===== config.mk =====
export PLATFORM = sky130hd
export DESIGN_NAME = pc_sequencer
export DESIGN_NICKNAME = d
export VERILOG_FILES = /design/src/rtl/pc_sequencer.sv
export SDC_FILE = /design/constraint.sdc
export NUM_CORES = 1
export LEC_CHECK = 0
export CAP_MARGIN = 15
export CORE_ASPECT_RATIO = 2
export CORE_UTILIZATION = 43
export CTS_CLUSTER_DIAMETER = 30
export DETAILED_ROUTE_END_ITERATION = 8
export PLACE_DENSITY = 0.89
export SLEW_MARGIN = 0
export SYNTH_ARGS = -nofsm -noshare
export SYNTH_HDL_FRONTEND = slang
export SYNTH_SLANG_ARGS = --single-unit

===== constraint.sdc =====
create_clock -name clock -period 3.7 [get_ports clock]
set_clock_uncertainty 0.15 [all_clocks]
set_input_delay 0.925 -clock clock [delete_from_list [all_inputs] [get_ports clock]]
set_output_delay 0.925 -clock clock [all_outputs]
set_load 0.03 [all_outputs]

===== src/rtl/pc_sequencer.sv =====
// pc_sequencer: fetch-stage controller for the 64-bit program counter.
// Runs the instruction-memory request/ack handshake, applies load-use stalls
// from decode and branch/trap redirects from execute. A redirect that arrives
// while a fetch is still outstanding is buffered until that fetch completes.
//
// Ports:
//   clock, reset      rising-edge clock, asynchronous active-low reset
//   pc_cur            current PC (PC register output)
//   pc_next/pc_stall  next PC value and hold control for the PC register
//   imem_req/addr/ack instruction-memory fetch handshake (addr = pc_cur)
//   hazard_stall      decode load-use stall (level)
//   br_taken/target   execute branch/jump redirect
//   trap/trap_vec     trap redirect, wins over br_taken
//   if_valid/if_flush IF/ID capture and kill controls
//   timeout           sticky memory-timeout error
module pc_sequencer #(
    parameter logic [63:0] RESET_VEC   = 64'd0,
    parameter int unsigned INSTR_BYTES = 4,
    parameter int unsigned MAX_WAIT    = 15
) (
    input  logic        clock,
    input  logic        reset,
    input  logic [63:0] pc_cur,
    output logic [63:0] pc_next,
    output logic        pc_stall,
    output logic        imem_req,
    output logic [63:0] imem_addr,
    input  logic        imem_ack,
    input  logic        hazard_stall,
    input  logic        br_taken,
    input  logic [63:0] br_target,
    input  logic        trap,
    input  logic [63:0] trap_vec,
    output logic        if_valid,
    output logic        if_flush,
    output logic        timeout
);

    localparam int unsigned CNT_W = $clog2(MAX_WAIT + 1);

    typedef enum logic [1:0] {
        BOOT  = 2'd0,
        FETCH = 2'd1,
        DRAIN = 2'd2,
        ERROR = 2'd3
    } state_e;

    state_e             state_q, state_d;
    logic [CNT_W-1:0]   wait_cnt_q, wait_cnt_d;
    logic [63:0]        pend_tgt_q, pend_tgt_d;
    logic               pend_trap_q, pend_trap_d;

    logic               redir;
    logic [63:0]        redir_tgt;
    logic               at_limit;
    logic [CNT_W-1:0]   wait_inc;

    // Redirect source selection: trap wins over branch.
    assign redir     = trap | br_taken;
    assign redir_tgt = trap ? trap_vec : br_target;
    // >= so a count bumped on the FETCH->DRAIN handoff still trips the limit.
    assign at_limit  = (wait_cnt_q >= CNT_W'(MAX_WAIT - 1));
    assign wait_inc  = wait_cnt_q + CNT_W'(1);
    assign imem_addr = pc_cur;

    // State and redirect-buffer registers.
    always_ff @(posedge clock or negedge reset) begin
        if (!reset) begin
            state_q     <= BOOT;
            wait_cnt_q  <= '0;
            pend_tgt_q  <= '0;
            pend_trap_q <= 1'b0;
        end else begin
            state_q     <= state_d;
            wait_cnt_q  <= wait_cnt_d;
            pend_tgt_q  <= pend_tgt_d;
            pend_trap_q <= pend_trap_d;
        end
    end

    // Next-state and combinational outputs.
    always_comb begin
        state_d     = state_q;
        wait_cnt_d  = wait_cnt_q;
        pend_tgt_d  = pend_tgt_q;
        pend_trap_d = pend_trap_q;
        pc_next     = RESET_VEC;
        pc_stall    = 1'b1;
        imem_req    = 1'b0;
        if_valid    = 1'b0;
        if_flush    = 1'b0;
        timeout     = 1'b0;

        unique case (state_q)
            BOOT: begin
                state_d = FETCH;
            end
            FETCH: begin
                imem_req = 1'b1;
                pc_next  = pc_cur;
                if (redir) begin
                    if_flush = 1'b1;
                    if (imem_ack) begin
                        pc_next    = redir_tgt;
                        pc_stall   = 1'b0;
                        wait_cnt_d = '0;
                    end else begin
                        // Fetch still outstanding: park the target until it drains.
                        pend_tgt_d  = redir_tgt;
                        pend_trap_d = trap;
                        wait_cnt_d  = wait_inc;
                        state_d     = DRAIN;
                    end
                end else if (imem_ack) begin
                    wait_cnt_d = '0;
                    if (!hazard_stall) begin
                        if_valid = 1'b1;
                        pc_stall = 1'b0;
                        pc_next  = pc_cur + 64'(INSTR_BYTES);
                    end
                end else if (at_limit) begin
                    state_d = ERROR;
                end else begin
                    wait_cnt_d = wait_inc;
                end
            end
            DRAIN: begin
                imem_req = 1'b1;
                pc_next  = pc_cur;
                // A pending trap is never displaced by a later branch.
                if (trap) begin
                    pend_tgt_d  = trap_vec;
                    pend_trap_d = 1'b1;
                end else if (br_taken && !pend_trap_q) begin
                    pend_tgt_d = br_target;
                end
                if (imem_ack) begin
                    pc_next     = pend_tgt_d;
                    pc_stall    = 1'b0;
                    wait_cnt_d  = '0;
                    pend_trap_d = 1'b0;
                    state_d     = FETCH;
                end else if (at_limit) begin
                    state_d = ERROR;
                end else begin
                    wait_cnt_d = wait_inc;
                end
            end
            ERROR: begin
                timeout = 1'b1;
            end
            default: begin
                state_d = BOOT;
            end
        endcase
    end

endmodule

==> results of run 1 <==
[metrics by stage]
step | util | setup WS, ns | cell area (um2) | TNS (ns) | hold slack [ns]
4_1_cts | 0.775 | -0.473 | 16700 | -11.47 | 0.340
3_5_place_dp | 0.699 | -1.21 | 15000 | -42.11 | 0.325
3_3_place_gp | 0.699 | -1.23 | 15000 | -41.27 | 0.312
2_1_floorplan | - | -0.178 | 9800 | -1.46 | 0.300
[per-layer routing]
metal | overflow | global-route usage
met4 | 57 | 0.724
met5 | 0 | 0.0899
met2 | 86 | 0.882
met3 | 1 | 0.464
met1 | 0 | 0.664
[repair_timing]
item,4_1_cts
setup buffers,65
gates resized for setup,414
cloned,5
pin swaps,108
setup endpoints to repair,66
hold endpoints to repair,0
[cell families after synthesis]
| logic type | count (synthesis) | share of synthesized area |
|---|---|---|
| multiplexers | 104 | 0.112 |
| adder cells (fa/ha/maj) | 7 | 0.00928 |
| buffers and inverters | 200 | 0.106 |
| AND/OR/NAND/NOR | 468 | 0.237 |
| flip-flops | 71 | 0.188 |
| AO/OA/AOI/OAI | 504 | 0.327 |
| XOR/XNOR | 21 | 0.0195 |
==> Flow_metrics.wiki, run 1 <==
{| class="wikitable"
! Metric !! Value
|-
| Result of the run || stopped before the end
|-
| Stage where the run ended || global routing (5_1_grt)
|-
| Stop Error || [ERROR GRT-0116] Global routing finished with congestion. Check the congestion regions in the DRC Viewer.
|-
| Num Clock Sinks || 71
|-
| Mean cell area of the mapped netlist || 6.86 um2
|-
| Top FF cell, synth || dfrtp_1
|-
| Post-synth top cells || 199 x nand2_1, 139 x o21ai_0, 125 x a21oi_1
|-
| Cell types with the largest area share after synthesis || dfrtp_1 19%, mux2i_1 9.4%, nand2_1 7.9%
|-
| First-pass GRT wire length || 116000 um
|-
| Cell chosen for the clock root || clkbuf_16
|-
| Number of hold-repair buffers added at the cts stage || 0
|-
| Cts bufs inserted || 9
|-
| Cell taking the most area after synthesis || dfrtp_1
|-
| RD Place Congestion || 1.08
|-
| Number of cells after detailed placement || 2091
|-
| Starting density of the core || 0.439
|-
| Most frequently used cell type in the post-synthesis netlist || nand2_1
|-
| Grt total ovfl || 144
|-
| Number of warnings reported in the yosys synthesis log || 0
|-
| Cell area after technology mapping || 0.00943 mm2
|-
| Vert. Die Dim || 211 um
|-
| Horizontal die dimension || 107 um
|-
| Row count || 76
|-
| Number of primary I/O pins || 331
|-
| Area share of the largest cell type after synthesis || 0.188
|-
| Number of I/O port buffers || 330
|-
| Number of enable flip-flop cells after synthesis || 0
|-
| Number of different library cells in the post-synthesis netlist || 68
|-
| Depth of the CTS H-tree || 3
|-
| Maximum number of pins on one net before global-route repair || 72
|-
| FFs w/ async S/R, synth || 1.00
|-
| Net Count, Synth || 1580
|-
| Estimated wirelength of the detail-placed design || 40600 um
|-
| Vias in the first global route || 17800
|-
| Cells after synthesis || 1375
|-
| Fraction of the yosys area taken by sequential cells || 0.188
|-
| Number of synthesized register bits || 71
|-
| Total Routing Usage GR || 0.677
|-
| Max Root-Sink Buffers || 2
|}
==> inputs of run 2 (changes only) <==
--- a/config.mk
+++ b/config.mk
@@ -6,11 +6,9 @@
 export NUM_CORES = 1
 export LEC_CHECK = 0
 export CAP_MARGIN = 15
-export CORE_ASPECT_RATIO = 2
-export CORE_UTILIZATION = 43
-export CTS_CLUSTER_DIAMETER = 30
+export CORE_UTILIZATION = 40
 export DETAILED_ROUTE_END_ITERATION = 8
-export PLACE_DENSITY = 0.89
+export PLACE_DENSITY_LB_ADDON = 0.15
 export SLEW_MARGIN = 0
 export SYNTH_ARGS = -nofsm -noshare
 export SYNTH_HDL_FRONTEND = slang
==> constraint.sdc (replaced) <==
create_clock -name clock -period 4.8 [get_ports clock]
set_clock_uncertainty 0.15 [all_clocks]
set_input_delay 1.2 -clock clock [delete_from_list [all_inputs] [get_ports clock]]
set_output_delay 1.2 -clock clock [all_outputs]
set_load 0.03 [all_outputs]
==> run 2 against run 1 <==
Net effect: the run now ends clean; synthesized area stayed put; synthesized cell count stayed put.
==> Flow_metrics.wiki, run 2 <==
{| class="wikitable"
! Metric !! Value
|-
| Clock Power Share || 0.140
|-
| Maximum fanout along the worst path || 3
|-
| Power density cells || 402 mW/mm2
|-
| Maximum number of pins on one net before global-route repair || 98
|-
| M3 GR Usage || 0.130
|-
| Depth of the worst hold-timing path || 2
|-
| Final-report setup violation count || 0
|-
| Cells on worst reg2reg path || 8
|-
| Depth of the CTS H-tree || 3 (unchanged)
|-
| Total count of hold-check failures in the final report || 0
|-
| Area of the core || 0.0229 mm2
|-
| Cell area after technology mapping || 0.00943 mm2 (unchanged)
|-
| Flip-flop count of the largest register after layout || 64
|-
| Largest registers || pend_tgt_q x64, wait_cnt_q x4, state_q x2
|-
| Vias in the first global route || 12200
|-
| Result of the run || finished, final reports clean
|-
| Cell types with the largest area share after synthesis || dfrtp_1 19%, mux2i_1 9.4%, nand2_1 7.9%
|-
| Setup slack at placement || -0.368 ns (+0.845 ns)
|-
| Met2 global-route usage || 0.580
|-
| Top FF cell, synth || dfrtp_1
|-
| Switching share of power || 0.482
|-
| 1st-pass router iterations || 5
|-
| Detailed-route via count || 13100
|-
| Detailed-route DRC error count || 0
|-
| Area growth from synthesis to layout || 60.5%
|-
| Number of hold-repair buffers added at the cts stage || 0 (unchanged)
|-
| Highest-delay cell along the critical path || or4_4
|-
| Portion of total power attributed to sequential cells || 0.179
|-
| Routed wire length per instance || 22.6 um
|-
| Top library cells by usage in the layout, fill and taps aside || 282 x buf_4, 203 x clkdlybuf4s50_1, 196 x nand2_1
|-
| Max IR drop VDD || 298 uV
|-
| Most used routing layer in global routing || met2
|-
| Later-pin clock latency in the skew report || 0.37 ns
|-
| Register with the highest flop count || pend_tgt_q
|-
| Static power due to leakage || 6.63 nW
|-
| Clock period minus final worst setup slack || 4.76 ns
|-
| Estimated wirelength of the detail-placed design || 35400 um (-13%)
|-
| Row count || 55 (-28%)
|-
| Cell taking the most area after synthesis || dfrtp_1
|-
| WP data arrival || 3.41 ns
|-
| Number of different library cells in the post-synthesis netlist || 68 (unchanged)
|-
| Total Routing Usage GR || 0.384
|-
| Number of nets still failing antenna checks after routing || 0
|-
| FFs w/ async S/R, synth || 1.00 (unchanged)
|-
| First-pass GRT wire length || 71100 um
|-
| Tcrit/Tclk final || 0.992
|-
| Max Fclk || 210 MHz
|-
| Number of max-cap violations || 0
|-
| Initial antenna violation count || 7
|-
| Most frequently used cell type in the post-synthesis netlist || nand2_1
|-
| Num Clock Sinks || 71 (unchanged)
|-
| Starting density of the core || 0.412 (-0.0273)
|-
| Number of I/O port buffers || 330 (unchanged)
|-
| Floorplan die area || 0.0242 mm2
|-
| Internal || 3.15 mW
|-
| Starting DRT DRC Count || 1639
|-
| Fin worst setup slack || 0.0376 ns
|-
| Number of primary I/O pins || 331 (unchanged)
|-
| Area share of the largest cell type after synthesis || 0.188 (unchanged)
|-
| Net Count, Synth || 1580 (unchanged)
|-
| Number of max-slew violations in the final report || 0
|-
| R2R Path Start || state_q[1]$_DFFE_PN0P_
|-
| Grt total ovfl || 0
|-
| Vert. Die Dim || 156 um (-26%)
|-
| Min-delay worst type || reg -> reg
|-
| NetSw || 2.93 mW
|-
| Share of cells above drive strength 1 || 0.253
|-
| CTS tree || done
|-
| Ordered cell list for the critical path || clkdlybuf4s15_1 > nand4_1 > nor4_4 > buf_4 > nand4_2 > or4_4 > and3_4 > o31a_1 > buf_12
|-
| Fraction of met1 tracks used by global routing || 0.496
|-
| Max incr delay on CP || 0.54 ns
|-
| WS Path Type || in -> out
|-
| Number of vias per cell after detailed routing || 6.16
|-
| Post-synth top cells || 199 x nand2_1, 139 x o21ai_0, 125 x a21oi_1
|-
| Hold path start || pend_tgt_q[31]$_DFFE_PN0P_
|-
| Cts bufs inserted || 9 (unchanged)
|-
| Number of enable flip-flop cells after synthesis || 0 (unchanged)
|-
| Pwr Total || 6.09 mW
|-
| Number of filler instances in the final layout || 1995
|-
| RD Place Congestion || 1.01 (-6.3%)
|-
| # nets final || 2008
|-
| Cell chosen for the clock root || clkbuf_16
|-
| Portion of total power attributed to combinational logic || 0.681
|-
| Final WL || 48000 um
|-
| FF-to-FF End || pend_tgt_q[8]$_DFFE_PN0P_
|-
| Worst path required time || 3.45 ns
|-
| Worst-path clk slew || 0.07 ns
|-
| Number of synthesized register bits || 71 (unchanged)
|-
| Fraction of the yosys area taken by sequential cells || 0.188 (unchanged)
|-
| Number of warnings reported in the yosys synthesis log || 0 (unchanged)
|-
| Worst Hold Path EP || pend_tgt_q[31]$_DFFE_PN0P_
|-
| Max Root-Sink Buffers || 2 (unchanged)
|-
| Mean cell area of the mapped netlist || 6.86 um2 (unchanged)
|-
| Pin slew with the least headroom to its limit || 1.09 ns
|-
| Horizontal die dimension || 156 um (+46%)
|-
| Setup TNS Final || 0 ns
|-
| Kind of start point of the critical path || input port
|-
| Most common cell after layout, fill and taps aside || buf_4
|-
| Slack of the worst reg-to-reg path || 1.91 ns
|-
| Setup crit end kind || primary output
|-
| Worst slew margin || 0.273
|-
| Cells after synthesis || 1375 (unchanged)
|-
| Min Hold Slack || 0.334 ns
|}
-- run 2: cell counts after synthesis --
Identical to the previous run, type by type.
-- run 2: repair_timing --
item / 4_1_cts / 5_1_grt
endpoints found under the setup margin: 37 / 42
pin swaps: 26 / 21
setup buffers: 27 / 6
resized for setup: 111 / 73
gates cloned: 1 / 0
-- run 2: per-layer routing --
layer / vias to the layer above / routed length (um)
met3: 148 / 6470
met2: 974 / 20900
met4: 6 / 2090
li1: 5886 / -
met1: 6086 / 18500
met5: - / 77
-- run 2: kinds of logic after synthesis --
logic type,count (synthesis),share of synthesized area
xor gates and xnor gates,21,0.0195
DFF,71,0.188
adders and majority gates,7,0.00928
muxes,104,0.112
and+or+nand+nor,468,0.237
AOI/OAI and AO/OA,504,0.327
buffers and inverters,200,0.106
-- run 2: how the worst max path moves through the flow --
stage / from / depth (start not counted) / to
after floorplan: pc_cur[2] / 8 / pc_next[32]
after global placement: br_taken / 9 / pc_next[18]
after detailed placement: br_taken / 9 / pc_next[18]
after CTS: pc_cur[30] / 12 / pc_next[50]
after global routing: pc_cur[48] / 10 / pc_next[54]
final: pc_cur[24] / 9 / pc_next[63]
-- run 2: critical path, delay by kind of cell --
family | cells | cell delay, ns
AND/OR/NAND/NOR | 5 | 1.35
AO/OA/AOI/OAI | 1 | 0.33
buffers and inverters | 3 | 0.54
-- run 2: cell type report --
cell class | instances | area (um2) | share of cell area
clock inverters | 6 | 116 | 0.00768
inverters | 23 | 86.3 | 0.00570
multi-input cells | 1104 | 6990 | 0.461
clock buffers | 10 | 229 | 0.0151
well taps | 313 | 392 | 0.0259
flip-flops and latches | 71 | 1780 | 0.117
diodes | 4 | 10.0 | 0.000661
repair buffers | 594 | 5550 | 0.366
-- run 2: stage by stage --
stage | util | cell area (um2) | cells
global placement | 0.622 | 14300 | 2071
finish | 0.661 | 15100 | 2125
global route | 0.661 | 15100 | 2125
floorplan | - | 9440 | 1375
detailed placement | 0.622 | 14300 | 2071
CTS | 0.655 | 15000 | 2115
-- run 2: power by group through the flow --
stage               Sequential [mW]  Clock, mW  Combinational (mW)
finish                         1.09      0.850                4.15
detailed placement             1.09          0                4.02
floorplan                      1.04          0                2.27
CTS                            1.08      0.844                4.06
global route                   1.12      0.867                4.37
global placement               1.07          0                3.95
Note: power is estimated with default switching activity, not from simulation.
